## config.mk

```make
export PLATFORM = sky130hd
export DESIGN_NAME = softmax_sum_ctrl_flat
export DESIGN_NICKNAME = d
export VERILOG_FILES = /design/src/rtl/softmax_pkg.sv /design/src/rtl/softmax_sum_if.sv /design/src/rtl/softmax_sum_ctrl.sv /design/src/flat_wrapper.sv
export SDC_FILE = /design/constraint.sdc
export NUM_CORES = 1
export LEC_CHECK = 0
export CORE_ASPECT_RATIO = 2
export CORE_MARGIN = 5
export CORE_UTILIZATION = 33
export CTS_CLUSTER_SIZE = 40
export DETAILED_ROUTE_END_ITERATION = 10
export GPL_TIMING_DRIVEN = 0
export PLACE_DENSITY = 0.85
export SYNTH_ARGS = -nofsm -noshare
export SYNTH_HDL_FRONTEND = slang
export SYNTH_SLANG_ARGS = --single-unit
```

## constraint.sdc

```tcl
create_clock -name clk -period 1.45 [get_ports clk]
set_clock_uncertainty 0.1 [all_clocks]
set_input_delay 0.3625 -clock clk [delete_from_list [all_inputs] [get_ports clk]]
set_output_delay 0.3625 -clock clk [all_outputs]
set_load 0.05 [all_outputs]
```

## src/rtl/softmax_pkg.sv

```systemverilog
// Shared constants, state encoding and FP32 field helpers
// for the softmax sum controller.
package softmax_pkg;

  localparam int N_MAX  = 16;
  localparam int CNT_W  = 5;
  localparam int FP_W   = 32;

  localparam logic [FP_W-1:0] FP_ZERO    = 32'h0000_0000;
  localparam logic [7:0]      FP_EXP_MAX = 8'hFF;

  localparam int SIGN_B = 31;
  localparam int EXP_HI = 30;
  localparam int EXP_LO = 23;
  localparam int MAN_HI = 22;
  localparam int MAN_LO = 0;

  typedef enum logic [1:0] {
    IDLE  = 2'd0,
    ACCUM = 2'd1,
    DONE  = 2'd2
  } state_e;

  function automatic logic [7:0] fp_exp(
    input logic [FP_W-1:0] v
  );
    return v[EXP_HI:EXP_LO];
  endfunction

  // Non-zero magnitude; the sign bit does not count.
  function automatic logic fp_nz(
    input logic [FP_W-1:0] v
  );
    return |{v[EXP_HI:EXP_LO], v[MAN_HI:MAN_LO]};
  endfunction

endpackage

```

## src/rtl/softmax_sum_if.sv

```systemverilog
// Element stream, adder hookup and result handshake.
// slave = controller side, master = parent side.
interface softmax_sum_if;
  import softmax_pkg::*;

  logic             start;
  logic [CNT_W-1:0] len;
  logic             in_valid;
  logic [FP_W-1:0]  in_data;
  logic             in_ready;
  logic [FP_W-1:0]  add_a;
  logic [FP_W-1:0]  add_b;
  logic [FP_W-1:0]  add_s;
  logic [FP_W-1:0]  sum;
  logic             sum_valid;
  logic             sum_ready;
  logic             busy;
`ifdef SOFTMAX_SUM_FLAGS_EN
  logic             flag;
`endif

`ifdef SOFTMAX_SUM_FLAGS_EN
  modport slave (
    input  start, len, in_valid, in_data,
    input  add_s, sum_ready,
    output in_ready, add_a, add_b,
    output sum, sum_valid, busy, flag
  );
  modport master (
    output start, len, in_valid, in_data,
    output add_s, sum_ready,
    input  in_ready, add_a, add_b,
    input  sum, sum_valid, busy, flag
  );
`else
  modport slave (
    input  start, len, in_valid, in_data,
    input  add_s, sum_ready,
    output in_ready, add_a, add_b,
    output sum, sum_valid, busy
  );
  modport master (
    output start, len, in_valid, in_data,
    output add_s, sum_ready,
    input  in_ready, add_a, add_b,
    input  sum, sum_valid, busy
  );
`endif

endinterface

```

## src/rtl/softmax_sum_ctrl.sv

```systemverilog
// Burst FP32 accumulator sequencing a parent-owned adder.
// Ports: clk, rst_n (async low), io (softmax_sum_if.slave);
// SOFTMAX_SUM_FLAGS_EN adds io.flag (exp overflow/underflow).
module softmax_sum_ctrl
  import softmax_pkg::*;
(
  input logic          clk,
  input logic          rst_n,
  softmax_sum_if.slave io
);

  state_e           state_q, state_d;
  logic [FP_W-1:0]  acc_q, acc_d;
  logic [CNT_W-1:0] rem_q, rem_d;
  logic             first_q, first_d;
  logic [CNT_W-1:0] len_c;
  logic             accept;

  assign len_c  = (io.len > CNT_W'(N_MAX))
                ? CNT_W'(N_MAX) : io.len;
  assign accept = (state_q == ACCUM) && io.in_valid;

  always_ff @(posedge clk or negedge rst_n) begin
    if (!rst_n) begin
      state_q <= IDLE;
      acc_q   <= FP_ZERO;
      rem_q   <= '0;
      first_q <= 1'b0;
    end else begin
      state_q <= state_d;
      acc_q   <= acc_d;
      rem_q   <= rem_d;
      first_q <= first_d;
    end
  end

  always_comb begin
    state_d = state_q;
    acc_d   = acc_q;
    rem_d   = rem_q;
    first_d = first_q;
    unique case (1'b1)
      (state_q == IDLE): begin
        if (io.start) begin
          if (len_c != '0) begin
            rem_d   = len_c;
            first_d = 1'b1;
            state_d = ACCUM;
          end else begin
            acc_d   = FP_ZERO;
            state_d = DONE;
          end
        end
      end
      (state_q == ACCUM): begin
        if (accept) begin
          // First element bypasses the adder so +0
          // never reaches it.
          acc_d   = first_q ? io.in_data : io.add_s;
          first_d = 1'b0;
          rem_d   = rem_q - 1'b1;
          if (rem_q == CNT_W'(1))
            state_d = DONE;
        end
      end
      (state_q == DONE): begin
        if (io.sum_ready)
          state_d = IDLE;
      end
      default: state_d = IDLE;
    endcase
  end

  assign io.in_ready  = (state_q == ACCUM);
  assign io.sum_valid = (state_q == DONE);
  assign io.busy      = (state_q != IDLE);
  assign io.sum       = acc_q;
  assign io.add_a     = acc_q;
  assign io.add_b     = io.in_data;

`ifdef SOFTMAX_SUM_FLAGS_EN
  logic flag_q, flag_d;
  logic s_bad;

  // add_s only matters when it is registered.
  assign s_bad =
    (fp_exp(io.add_s) == FP_EXP_MAX) ||
    ((fp_exp(io.add_s) == 8'h00) &&
     fp_nz(acc_q) && fp_nz(io.in_data));

  always_comb begin
    flag_d = flag_q;
    if ((state_q == IDLE) && io.start &&
        (len_c != '0))
      flag_d = 1'b0;
    if (accept) begin
      if (fp_exp(io.in_data) == FP_EXP_MAX)
        flag_d = 1'b1;
      if (!first_q && s_bad)
        flag_d = 1'b1;
    end
  end

  always_ff @(posedge clk or negedge rst_n) begin
    if (!rst_n) flag_q <= 1'b0;
    else        flag_q <= flag_d;
  end

  assign io.flag = flag_q;
`endif

endmodule

```

## src/flat_wrapper.sv

```systemverilog
// flat-port wrapper written by rule: the top's interface ports become plain ports
module softmax_sum_ctrl_flat import softmax_pkg::*;
  (clk, rst_n, io_start, io_len, io_in_valid, io_in_data, io_add_s, io_sum_ready, io_in_ready, io_add_a, io_add_b, io_sum, io_sum_valid, io_busy);
  softmax_sum_if io_i ();
  input logic clk;
  input logic rst_n;
  input wire logic [$bits(io_i.start)-1:0] io_start;
  input wire logic [$bits(io_i.len)-1:0] io_len;
  input wire logic [$bits(io_i.in_valid)-1:0] io_in_valid;
  input wire logic [$bits(io_i.in_data)-1:0] io_in_data;
  input wire logic [$bits(io_i.add_s)-1:0] io_add_s;
  input wire logic [$bits(io_i.sum_ready)-1:0] io_sum_ready;
  output wire logic [$bits(io_i.in_ready)-1:0] io_in_ready;
  output wire logic [$bits(io_i.add_a)-1:0] io_add_a;
  output wire logic [$bits(io_i.add_b)-1:0] io_add_b;
  output wire logic [$bits(io_i.sum)-1:0] io_sum;
  output wire logic [$bits(io_i.sum_valid)-1:0] io_sum_valid;
  output wire logic [$bits(io_i.busy)-1:0] io_busy;
  assign io_i.start = io_start;
  assign io_i.len = io_len;
  assign io_i.in_valid = io_in_valid;
  assign io_i.in_data = io_in_data;
  assign io_i.add_s = io_add_s;
  assign io_i.sum_ready = io_sum_ready;
  assign io_in_ready = io_i.in_ready;
  assign io_add_a = io_i.add_a;
  assign io_add_b = io_i.add_b;
  assign io_sum = io_i.sum;
  assign io_sum_valid = io_i.sum_valid;
  assign io_busy = io_i.busy;
  softmax_sum_ctrl u_core (.clk(clk), .rst_n(rst_n), .io(io_i));
endmodule
```

-- Word level (Yosys, flattened, before mapping)
Index checks and enable logic that the tools add are counted.
- bits in registers: 40
- latch bits: 0
- RAM bits: 0
- bits in read-only memories: 0
- input bits: 74
- output and inout bits: 99
- word-level logic and storage cells: 43
- memories kept: 0
- $add $sub $neg: 1
- multipliers: 0
- div/mod/pow operators: 0
- $lt $le $gt $ge: 1
- equal/unequal tests: 9
- shift operators: 0
- multiplexer cells: 20
- bitwise operators: 0
- reduce and logical (&&, ||, !) cells: 8
- operator list (cell ; count):
    $mux W32 ; 4
    $pmux W32 S2 ; 1
    $mux W5 ; 4
    $reduce_and A4 Y1 ; 3
    $mux W2 ; 5
    $pmux W5 S2 ; 1
    $ne A2 B2 Y1 const B ; 4
    $pmux W2 S3 ; 1
    $eq A5 B1 Y1 const B ; 1
    $gt A5 B5 Y1 const B ; 1
    $reduce_bool A5 Y1 ; 1
    $sub A5 B1 Y5 const B ; 1
    $ne A2 B1 Y1 const B ; 2
    $reduce_bool A2 Y1 ; 2
    $mux W1 ; 3
    $eq A2 B1 Y1 const B ; 1
    $eq A2 B2 Y1 const B ; 1
    $logic_not A2 Y1 ; 1
    $pmux W1 S2 ; 1
    $logic_and A1 B1 Y1 ; 1

-- Depth between registers and ports, before layout
- word-level depth: 6
- gate-level depth with buffers: 6
- mapped depth without buffers: 6

-- Least setup slack after synthesis
No wires, ideal clock.
- kind: register to output
- from: register u_core.state_q[1]
- to: output port io_sum_valid
- arrival: 1.315 ns
- required time: 0.988 ns
- path slack: -0.328 ns
- cell stages (with the launch flop): 3
- buffers on the path: 1
- path through: dfrtp_1 -> clkbuf_1 -> nor2b_1
- cells in the longest elaborated chain, start to end: 1
- RTL lines (what ; line ; RTL):
    start, declared ; softmax_sum_ctrl.sv:12 ; state_e state_q, state_d;
    start signal, assigned ; softmax_sum_ctrl.sv:30 ; state_q <= state_d;
    $eq A2 B2 Y1 ; softmax_sum_ctrl.sv:75 ; assign io.sum_valid = (state_q == DONE);
    end, declared ; flat_wrapper.sv:17 ; output wire logic [$bits(io_i.sum_valid)-1:0] io_sum_valid;
Every way passes these cells.

-- Worst setup path after layout
- from: register u_core.state_q[0]
- to: output port io_busy
- cells in the longest elaborated chain, start to end: 1
- RTL lines (what ; line ; RTL):
    $reduce_bool A2 Y1 ; softmax_sum_ctrl.sv:76 ; assign io.busy = (state_q != IDLE);
    end, declared ; flat_wrapper.sv:18 ; output wire logic [$bits(io_i.busy)-1:0] io_busy;
Every way passes these cells.

==> summary.txt <==
Outcome
  – Outcome: complete, but fails checks
  – Failing checks: negative setup slack

Timing
  – Tmin final: 1.71 ns
  – Worst Tran Pin Value: between 0.9 and 1 ns
  – Final hold slack: 0.137 ns
  – Setup violations, final: 45
  – RSZ-0062 raised after global routing: true
  – Fin. Hold Viols: 0
  – Fin crit share: 118%
  – Final setup margin: -0.264 ns
  – Rel. slew slack: 35.4%
  – FMAX: 583 MHz
  – Final max-slew violation count: 0

Drt
  – DRC violations left: 0
  – Initial DRC count: 85
  – Total wire length: around 11000 um
  – Routed len/inst: 19.7 um
  – Via count: 2724
  – Vias/cell: 4.95
  – Initial DRT Pass Iterations: 4
  – Final ANT Viol Nets: 0

Placed design
  – I/O Buffers: 172
  – Placed Area: around 4400 sq um
  – Post-DP HPWL: approximately 7000 um
  – Final GP Congestion: about 0.82

Worst setup path
  – CP Launch Type: flip-flop
  – Worst EP required: a little under 1 ns
  – Worst Path Arrival: approximately 1.3 ns
  – Worst-path fanout max: 6
  – Cell family with most CP delay: flip-flops
  – Critical path's most frequent cell: buf_8
  – Slowest stage cell, crit path: dfrtp_2
  – R2r startpoint: u_core.state_q[0]
  – CP endpoint kind: output pin
  – Slowest cell delay on critical path: 0.45 ns
  – CP cell instances: buf_8, or2_4, buf_8
  – CP bufs+invs: 2
  – Crit Path Class: flip-flop to output pin
  – Worst Setup SP: u_core.state_q[0]

Die
  – # IOs: ~170
  – Die area: 9730 sq um
  – DIE WIDTH: 72.3 um
  – Core ar.: 7600 sq um
  – Starting Density: about a third
  – FP Rows: 45
  – Die Y-Extent: 135 um

Synthesis
  – Avg Inst Size Synth: about 11 sq um
  – Synth warn: 0
  – Post-synthesis sequential area ratio: slightly below 40%
  – Cells after synthesis: 237
  – Async S/R FF share, synth: between 90% and 100%
  – #FFs+latches synth: 40
  – Synth Net Count: around 310
  – Top FF cell, synth: dfrtp_1
  – Post-synth EDFFs: 0
  – Netlist cell types: 35
  – Post-Syn Area: 2560 sq um

Power and ir drop
  – Pwr dens: 2510 nW/um^2
  – Comb power frac: 75.4%
  – Peak VDD IR: 1500 uV
  – Internal Dissipation: 6.89 mW
  – Part of the power in registers: 16.4%
  – Clock power share: just over 8%
  – Pleak: 2.54 nW
  – P_sw: approximately 6.9 mW
  – Switch share: around 50%

Layout
  – Fill count: 481
  – Area Growth Syn to Fin: 115%
  – Most frequent cells in the layout: 76 x buf_4, 63 x buf_8, 40 x buf_6
  – Share of layout cells above drive strength 1: 62.6%
  – Nets: 530
  – Commonest non-fill, non-tap cell in the layout: buf_4
  – Final instance area: around 5500 sq um
  – Final Core Density: approximately 73%

GRT
  – Initial antenna violation count: 0
  – Gr usage total: 19.4%
  – Grt ovf: 0
  – First-pass GRT wire length: 14800 um
  – Largest net degree at the start of global routing: 41
  – Vias in the first global route: 2844

Clock tree
  – CTS Sinks: 40
  – H-tree depth: 2
  – CTS root buffer: clkbuf_16
  – Longest Clk Path Bufs: 2
  – Reg clk slew, reported paths: 0.06 ns
  – CTS buffer count: 5
  – CTS tree: done
  – Clk_lat worst skew: ~0.28 ns

Hold path
  – HP Class: input pin to asynchronous set/reset pin

Job
  – Max cap viols: 0
[final cells by class]
| type | instances | area, sq um | share of cell area (%) |
|---|---|---|---|
| diodes | 1 | 2.50 | 0.0454 |
| plain buffers | 62 | 539 | 9.78 |
| clock buffers | 6 | 139 | 2.52 |
| clock inverters | 2 | 10.0 | 0.181 |
| inverters | 5 | 21.3 | 0.386 |
| multi-input cells | 115 | 1360 | 24.7 |
| flip-flops and latches | 40 | 1000 | 18.2 |
| well taps | 94 | 118 | 2.13 |
| repair buffers | 225 | 2320 | 42.1 |
[worst paths after layout]
check / cells past startpoint / end / slack (ns)
setup / recovery: 3 / io_busy / -0.26
hold / removal: 1 / u_core.io.add_a[5] / 0.14
setup reg to reg: 5 / u_core.io.add_a[19] / -0.18
hold reg to reg: 1 / u_core.io.add_a[21] / 0.44
max in group asynchronous: 1 / u_core.state_q[0] / 0.45
min in group clk: 3 / u_core.state_q[0] / 0.38
[sequential cells by signal, indices dropped and copies added, names as in the netlist]
name,flops
u_core.rem_q,5
u_core.first_q,1
u_core.state_q,2
u_core.io.add_a,32
[power groups by stage]
stage | Sequential [mW] | Clock (mW) | Combinational, mW
3_5_place_dp | 2.18 | 0 | 8.20
3_3_place_gp | 2.17 | 0 | 8.09
4_1_cts | 2.13 | 1.14 | 8.98
5_1_grt | 2.33 | 1.20 | 10.8
6_report | 2.27 | 1.14 | 10.4
2_1_floorplan | 3.61 | 0 | 4.14
[cell usage after synthesis, types with 2 or more instances]
| master | number | area [sq um] |
|---|---|---|
| buf_4 | 64 | 480 |
| inv_1 | 5 | 18.8 |
| a221oi_1 | 3 | 26.3 |
| o21ai_0 | 4 | 20.0 |
| buf_6 | 3 | 33.8 |
| a31oi_1 | 3 | 18.8 |
| mux2i_1 | 33 | 330 |
| clkbuf_1 | 6 | 22.5 |
| nor3b_1 | 3 | 22.5 |
| ha_1 | 2 | 25.0 |
| o311a_1 | 2 | 20.0 |
| buf_2 | 4 | 20.0 |
| o2bb2ai_2 | 3 | 45.0 |
| nand2_1 | 5 | 18.8 |
| nor3_1 | 2 | 10.0 |
| o2bb2ai_1 | 30 | 263 |
| dfrtp_1 | 40 | 1000 |
| a21oi_1 | 4 | 20.0 |
| nor2b_1 | 2 | 12.5 |
| nor2_1 | 4 | 15.0 |
[worst reg2reg max path, cell delays in order, from the launching register on]
cell       delay (ns)
dfrtp_2          0.45
nand2b_4         0.20
nor3b_4          0.26
o21bai_4         0.17
buf_6            0.19
o2bb2ai_2        0.13
[cell families (layout without fill, tap and decap cells)]
| group | after synthesis | count (layout) | synth area share, % |
|---|---|---|---|
| compound gates | 55 | 55 | 18.2 |
| flops | 40 | 40 | 39.1 |
| simple gates | 24 | 24 | 5.96 |
| buf+inv | 82 | 300 | 22.5 |
| mux | 34 | 34 | 13.3 |
| fa+ha+maj | 2 | 2 | 0.976 |
| other cells | 0 | 1 | 0 |
[per-layer routing]
metal / track usage [%] / routed length, um
met3: 3.80 / 650
met4: 10.4 / 450
met5: 0 / 0
met2: 36.0 / 6150
met1: 19.6 / 3590
[stage by stage]
stage	power [mW]	setup TNS [ns]	instances	setup WS, ns
5_1_grt	14.3	-9.29	549	-0.294
2_1_floorplan	7.75	-2.37	237	-0.0829
3_3_place_gp	10.3	-114.09	503	-1.08
4_1_cts	12.3	-6.90	532	-0.270
3_5_place_dp	10.4	-72.50	503	-0.835
6_report	13.8	-6.06	550	-0.264
[repair_timing]
item / in CTS / in global routing
buffers inserted: 34 / 16
gates cloned: 0 / 3
resized for setup: 747 / 108
pin swaps: 6 / 18
endpoints found under the setup margin: 139 / 63
hold buffers: 0 / 0
No activity file was read; power rests on OpenSTA's default activity.
